[src/rtl/mult_pkg.sv]
`default_nettype none
// +--------------------------------------------------------------------------+
// | mult_pkg : shared widths, pipeline stage record and arbitration helpers  |
// | Rev 1.0                                                                  |
// +--------------------------------------------------------------------------+
package mult_pkg;

  localparam int MULT_W   = 28;
  localparam int PROD_W   = 56;
  localparam int MAX_NREQ = 8;
  localparam int MAX_IDW  = 3;
  // One row per multiplier bit plus the +1 that completes the negated top row.
  localparam int PP_ROWS  = MULT_W + 1;

  typedef struct packed {
    logic               valid;
    logic [MAX_IDW-1:0] id;
    logic               tc;
  } stage_t;

  function automatic logic [MAX_NREQ-1:0] rr_next(input logic [MAX_IDW-1:0]  ptr,
                                                  input logic [MAX_NREQ-1:0] req,
                                                  input int                  nreq);
    logic [MAX_NREQ-1:0] gnt;
    logic                found;
    logic [MAX_IDW-1:0]  idx;
    gnt   = '0;
    found = 1'b0;
    for (int k = 1; k <= MAX_NREQ; k++) begin
      if (k <= nreq) begin
        idx = MAX_IDW'((int'(ptr) + k) % nreq);
        if (!found && req[idx]) begin
          gnt[idx] = 1'b1;
          found    = 1'b1;
        end
      end
    end
    return gnt;
  endfunction

  function automatic int csa_rows(input int lvl);
    int n;
    n = PP_ROWS;
    for (int i = 0; i < lvl; i++) n = (n / 3) * 2 + (n % 3);
    return n;
  endfunction

  function automatic int csa_levels();
    int n;
    int lv;
    n  = PP_ROWS;
    lv = 0;
    while (n > 2) begin
      n  = (n / 3) * 2 + (n % 3);
      lv = lv + 1;
    end
    return lv;
  endfunction

endpackage
`default_nettype wire

[src/rtl/mult_cs.sv]
`default_nettype none
// +--------------------------------------------------------------------------+
// | mult_cs : 28x28 Wallace-tree multiplier, carry-save (sum/carry) output   |
// | Rev 1.0                                                                  |
// +--------------------------------------------------------------------------+
module mult_cs
  import mult_pkg::*;
(
  input  logic [MULT_W-1:0] a,
  input  logic [MULT_W-1:0] b,
  input  logic              tc,
  output logic [PROD_W-1:0] sum,
  output logic [PROD_W-1:0] carry
);

  localparam int NLVL = csa_levels();

  logic [PROD_W-1:0] a_ext;
  logic [PROD_W-1:0] tree [NLVL+1][PP_ROWS];

  always_comb begin
    int                n;
    int                g;
    logic [PROD_W-1:0] x;
    logic [PROD_W-1:0] y;
    logic [PROD_W-1:0] z;
    a_ext = tc ? {{(PROD_W-MULT_W){a[MULT_W-1]}}, a} : {{(PROD_W-MULT_W){1'b0}}, a};
    for (int l = 0; l <= NLVL; l++)
      for (int r = 0; r < PP_ROWS; r++) tree[l][r] = '0;
    for (int i = 0; i < MULT_W; i++)
      if (b[i]) tree[0][i] = a_ext << i;
    // Signed B weights its MSB by -2^27: add the one's complement row plus 1.
    if (tc && b[MULT_W-1]) begin
      tree[0][MULT_W-1] = ~(a_ext << (MULT_W-1));
      tree[0][MULT_W]   = PROD_W'(1);
    end
    for (int l = 1; l <= NLVL; l++) begin
      n = csa_rows(l-1);
      g = n / 3;
      for (int j = 0; j < PP_ROWS / 3; j++) begin
        if (j < g) begin
          x = tree[l-1][3*j];
          y = tree[l-1][3*j+1];
          z = tree[l-1][3*j+2];
          tree[l][2*j]   = x ^ y ^ z;
          tree[l][2*j+1] = ((x & y) | (x & z) | (y & z)) << 1;
        end
      end
      for (int r = 0; r < 2; r++)
        if (r < n % 3) tree[l][2*g+r] = tree[l-1][3*g+r];
    end
    sum   = tree[NLVL][0];
    carry = tree[NLVL][1];
  end

endmodule
`default_nettype wire

[src/rtl/rr_arb.sv]
`default_nettype none
// +--------------------------------------------------------------------------+
// | rr_arb : round-robin arbiter, pointer moves to the winner on handshake   |
// | Rev 1.0                                                                  |
// +--------------------------------------------------------------------------+
module rr_arb
  import mult_pkg::*;
#(
  parameter int NREQ = 4,
  parameter int IDW  = $clog2(NREQ)
) (
  input  logic            clk,
  input  logic            reset_n,
  input  logic            en,
  input  logic [NREQ-1:0] req,
  output logic [NREQ-1:0] gnt
);

  logic [IDW-1:0]      ptr_q;
  logic [IDW-1:0]      ptr_d;
  logic [MAX_NREQ-1:0] gnt_full;
  logic                unused_gnt;

  always_comb begin
    gnt_full = rr_next(MAX_IDW'(ptr_q), MAX_NREQ'(req), NREQ);
    gnt      = en ? gnt_full[NREQ-1:0] : '0;
    ptr_d    = ptr_q;
    for (int i = 0; i < NREQ; i++)
      if (gnt[i]) ptr_d = IDW'(i);
  end

  assign unused_gnt = ^(gnt_full >> NREQ);

  always_ff @(posedge clk) begin
    if (!reset_n) ptr_q <= IDW'(NREQ-1);
    else          ptr_q <= ptr_d;
  end

endmodule
`default_nettype wire

[src/rtl/mult_share_arb.sv]
`default_nettype none
// +--------------------------------------------------------------------------+
// | mult_share_arb : one shared 28x28 multiplier, RR-arbitrated, 3 stages    |
// | Rev 1.0                                                                  |
// +--------------------------------------------------------------------------+
module mult_share_arb
  import mult_pkg::*;
#(
  parameter int NREQ = 4,
  parameter int IDW  = $clog2(NREQ)
) (
  input  logic                   clk,
  input  logic                   reset_n,
  input  logic [NREQ-1:0]        req_valid,
  output logic [NREQ-1:0]        req_ready,
  input  logic [NREQ*MULT_W-1:0] req_a,
  input  logic [NREQ*MULT_W-1:0] req_b,
  input  logic [NREQ-1:0]        req_tc,
  output logic                   rsp_valid,
  input  logic                   rsp_ready,
  output logic [IDW-1:0]         rsp_id,
  output logic [PROD_W-1:0]      rsp_product,
  output logic                   busy
);

  logic              adv;
  logic [NREQ-1:0]   gnt;
  logic [IDW-1:0]    gnt_idx;
  stage_t            s1_q, s1_d, s2_q, s2_d, s3_q, s3_d;
  logic [MULT_W-1:0] a_q, a_d, b_q, b_d;
  logic [PROD_W-1:0] sum_q, sum_d, carry_q, carry_d, prod_q, prod_d;
  logic [PROD_W-1:0] mc_sum, mc_carry;
  logic              unused_s3;

  rr_arb #(.NREQ(NREQ), .IDW(IDW)) u_arb (
    .clk     (clk),
    .reset_n (reset_n),
    .en      (adv),
    .req     (req_valid),
    .gnt     (gnt)
  );

  mult_cs u_mult (
    .a     (a_q),
    .b     (b_q),
    .tc    (s1_q.tc),
    .sum   (mc_sum),
    .carry (mc_carry)
  );

  // Whole pipe moves in lockstep; an empty slot still occupies its stage.
  always_comb begin
    adv     = !s3_q.valid || rsp_ready;
    gnt_idx = '0;
    for (int i = 0; i < NREQ; i++)
      if (gnt[i]) gnt_idx = IDW'(i);
    s1_d    = s1_q;
    s2_d    = s2_q;
    s3_d    = s3_q;
    a_d     = a_q;
    b_d     = b_q;
    sum_d   = sum_q;
    carry_d = carry_q;
    prod_d  = prod_q;
    if (adv) begin
      s1_d.valid = |gnt;
      s1_d.id    = MAX_IDW'(gnt_idx);
      s1_d.tc    = req_tc[gnt_idx];
      a_d        = req_a[int'(gnt_idx)*MULT_W +: MULT_W];
      b_d        = req_b[int'(gnt_idx)*MULT_W +: MULT_W];
      s2_d       = s1_q;
      sum_d      = mc_sum;
      carry_d    = mc_carry;
      s3_d       = s2_q;
      prod_d     = sum_q + carry_q;
    end
  end

  always_ff @(posedge clk) begin
    if (!reset_n) begin
      s1_q    <= '0;
      s2_q    <= '0;
      s3_q    <= '0;
      a_q     <= '0;
      b_q     <= '0;
      sum_q   <= '0;
      carry_q <= '0;
      prod_q  <= '0;
    end else begin
      s1_q    <= s1_d;
      s2_q    <= s2_d;
      s3_q    <= s3_d;
      a_q     <= a_d;
      b_q     <= b_d;
      sum_q   <= sum_d;
      carry_q <= carry_d;
      prod_q  <= prod_d;
    end
  end

  assign req_ready   = gnt;
  assign rsp_valid   = s3_q.valid;
  assign rsp_id      = s3_q.id[IDW-1:0];
  assign rsp_product = prod_q;
  assign busy        = s1_q.valid || s2_q.valid || s3_q.valid;
  assign unused_s3   = s3_q.tc ^ (^(s3_q.id >> IDW));

endmodule
`default_nettype wire

[config.mk]
export PLATFORM = sky130hd
export DESIGN_NAME = mult_share_arb
export DESIGN_NICKNAME = d
export VERILOG_FILES = /design/src/rtl/mult_pkg.sv /design/src/rtl/mult_cs.sv /design/src/rtl/rr_arb.sv /design/src/rtl/mult_share_arb.sv
export SDC_FILE = /design/constraint.sdc
export NUM_CORES = 2
export LEC_CHECK = 0
export ABC_CLOCK_PERIOD_IN_PS = 6000
export CORE_ASPECT_RATIO = 1.25
export CORE_MARGIN = 2
export CORE_UTILIZATION = 24
export DETAILED_ROUTE_END_ITERATION = 6
export HOLD_SLACK_MARGIN = 0.08
export PLACE_DENSITY = 0.52
export SLEW_MARGIN = 20
export SYNTH_ARGS = -nofsm -noshare
export SYNTH_HDL_FRONTEND = slang
export SYNTH_SLANG_ARGS = --single-unit
export TNS_END_PERCENT = 30
[constraint.sdc]
create_clock -name clk -period 6 [get_ports clk]
set_input_delay 0.6 -clock clk [delete_from_list [all_inputs] [get_ports clk]]
set_output_delay 0.6 -clock clk [all_outputs]
set_load 0.01 [all_outputs]
==> summary.txt <==
Clocking
  – CTS buffer count: 27
  – # resized after CTS: 0
  – CTS tree: done
  – CTS sink count: around 230
  – Root Buffer: clkbuf_16
  – H-tree Lvls: 1
  – Hold-fix buffers at CTS: 0
  – Post-CTS setup buffers: 0
  – Clock Path Buffers: 3
  – Worst-path clk slew: ~0.07 ns
  – Worst skew pair latency: 0.63 ns

Synth
  – Syn_area_per_cell: approximately 9.1 um2
  – Primary FF master, synth: dfxtp_1
  – Fraction of registers with async set/reset: 0
  – Mux cell area share after synthesis: 0.0357
  – Ys Warns: 0
  – Syn Std Cell Area: between 0.03 and 0.04 mm2
  – Post-Synth Adder-Cell Area: 0.479
  – Largest family of logic cells by synthesized area: adder cells
  – Post-Syn Instances: around 4300
  – Yosys top cell area share: 0.416
  – Compound-Gate Fraction of Synth Area: 0.0825
  – Simple-gate share of the synthesized area: 0.166
  – Xor/xnor cell area share of the yosys netlist: 0.0269
  – Most instantiated cells after synthesis: fa_1, nand2_1, inv_1
  – Yosys reg bits: 234
  – Post-synth EDFFs: 0
  – Cell with the most instances after synthesis: fa_1
  – Syn Nets: roughly 5500
  – Seq/Total Area, Yosys: 0.120
  – Synth top area cells: fa_1, dfxtp_1, and2_1, nand2_1, inv_1
  – Synth cell types: a little over 70
  – Post-synth top area cell: fa_1

Setup path
  – Max stage delay on crit path: ~0.64 ns
  – CP top delay family: adder cells
  – Startpoint types: flip-flop
  – R2r startpoint: a_q[27]
  – Slowest cell on the critical path: fa_1
  – Crit Path Class: flip-flop to flip-flop
  – Critical path data arrival time: around 6.2 ns
  – R2r endpoint: sum_q[55]
  – Crit Path Max Fanout: 10
  – R2R cell count: 20
  – Worst path bufs/invs: 4
  – Reg2reg setup slack: around 0.33 ns
  – Critical path required time: 6.52 ns
  – Crit path cell chain: and2_2 > buf_4 > nand2_1 > fa_1 > inv_1 > fa_1 > inv_1 > fa_1 > inv_1 > ha_1 > xnor2_1 > fa_1 > fa_1 > fa_1 > xnor2_1 > xnor2_1 > xnor2_1 > xnor2_1 > xnor2_1 > a211oi_1
  – Setup crit end kind: flip-flop

Timing
  – Period minus WS final: 5.67 ns
  – Normalized max-slew margin: 0.239
  – Hold slack final: between 0.4 and 0.5 ns
  – Fin. Hold Viols: 0
  – Fmax: around 180 MHz
  – Clock skew: 0.0424 ns
  – Setup Viol. Count Final: 0
  – Period utilization: 0.946
  – Total negative slack: 0 ns
  – Worst-Margin Slew: roughly 1.1 ns
  – RSZ-0062 raised after global routing: false
  – Slew Viols, Final: 0

Routing
  – Met1 WL: between 50 and 60 mm
  – Via density: about 4.5
  – DR WL/cell: between 15 and 20 um
  – Met2 WL: ~63 mm
  – Drt drc: 0
  – Top layer in use: met4
  – Drt total wl: between 100 and 150 mm
  – Routed Antenna Nets: 0
  – DRT Pass-1 Iters: 5
  – Routed wl met3: around 6.3 mm
  – Via count: ~30000
  – DR iter-0 viols: approximately 1600

Min path
  – Worst Hold Class: flip-flop to flip-flop
  – Hold Path Stages: 2
  – Hold path endpoint: rsp_id[0]
  – Hold Path Origin: rsp_id[0]

Placed design
  – Hpwl dp: ~100 mm
  – Port bufs: 298
  – GPL Wtd Cong: ~0.89

Job
  – Maxcap violations: 0

Die
  – Die X: 365 um
  – Die footprint: about 0.17 mm2
  – Die height: around 460 um
  – Core box area: about 0.16 mm2
  – Starting Density: 0.242
  – Ports: about 300
  – Row count: 165

Global route
  – First-pass GRT wire length: approximately 200 mm
  – Global route overflow: 0
  – GR Util All Layers: 0.157
  – Vias in the first global route: around 33000
  – Pin count of the biggest net entering global routing: between 100 and 150
  – Antenna violations before repair: 2

Finish
  – NumNets Final: approximately 5700
  – FILL cells: approximately 17000
  – Area delta synth->final: 16.7%
  – Share of cells above drive strength 1: 0.0464

Status
  – Status: finished, final reports clean
[routing by layer]
layer	up-vias	track usage
li1	13500	-
met1	15100	0.200
met2	779	0.273
met3	149	0.0182
met4	0	0.0517
met5	-	0
[through the flow]
step	util	instance area, um2	setup slack [ns]	std cells
finish	0.282	45700	0.325	6632
global placement	0.276	44700	0.228	6579
detailed placement	0.276	44700	0.276	6580
global route	0.282	45700	0.0588	6630
floorplan	-	39100	0.0943	4292
CTS	0.282	45600	0.241	6629
[flip-flops by register name, indices dropped and copies added (netlist names)]
name	cells
rsp_product	56
a_q	28
rsp_valid	1
s2_q	3
rsp_id	2
carry_q	54
b_q	28
sum_q	56
u_arb.ptr_q	2
s1_q	4
[placed cells by master (no fill, tap or decap), types with 79 or more instances in the layout]
master / Yosys / final
a21oi_1: 250 / 250
and2_1: 476 / 475
buf_4: 3 / 105
clkdlybuf4s50_1: 0 / 297
dfxtp_1: 234 / 232
fa_1: 813 / 813
ha_1: 187 / 187
inv_1: 633 / 632
mux2i_1: 116 / 116
nand2_1: 665 / 664
o21ai_0: 79 / 79
[tightest hold or removal path, cell delays in order (launching register included)]
cell	delay, ns
dfxtp_1	0.31
nand2_1	0.05
a21oi_1	0.05
[layout make-up]
| cell class | count | area, um2 | share of cell area |
|---|---|---|---|
| Multi-Input combinational cell | 3128 | 31000 | 0.678 |
| Sequential cell | 234 | 4690 | 0.103 |
| Clock buffer | 31 | 711 | 0.0156 |
| Inverter | 633 | 2380 | 0.0521 |
| Antenna cell | 3 | 7.51 | 0.000164 |
| Clock inverter | 18 | 226 | 0.00496 |
| Timing Repair Buffer | 414 | 3990 | 0.0873 |
| Tap cell | 2171 | 2720 | 0.0595 |
[worst max-delay path by stage]
stage,start,endpoint,depth (start not counted)
after detailed placement,a_q[27],sum_q[55],20
final,a_q[27],sum_q[55],20
after CTS,a_q[27],sum_q[55],20
after global routing,a_q[27],sum_q[55],20
after floorplan,s1_q[0],sum_q[55],18
after global placement,a_q[27],sum_q[55],20
[kinds of logic (layout without fill, tap and decap cells)]
logic type | after synthesis | count (layout)
other | 0 | 3
buffers and inverters | 930 | 1096
adder cells (fa/ha/maj) | 1013 | 1013
multiplexers | 135 | 135
flip-flops | 234 | 234
AO/OA/AOI/OAI | 531 | 531
XOR/XNOR | 120 | 120
AND/OR/NAND/NOR | 1329 | 1329
Power is left out: the tool's default activity adds up to more than one toggle a clock period on the data nets, which glitch-free logic cannot reach.
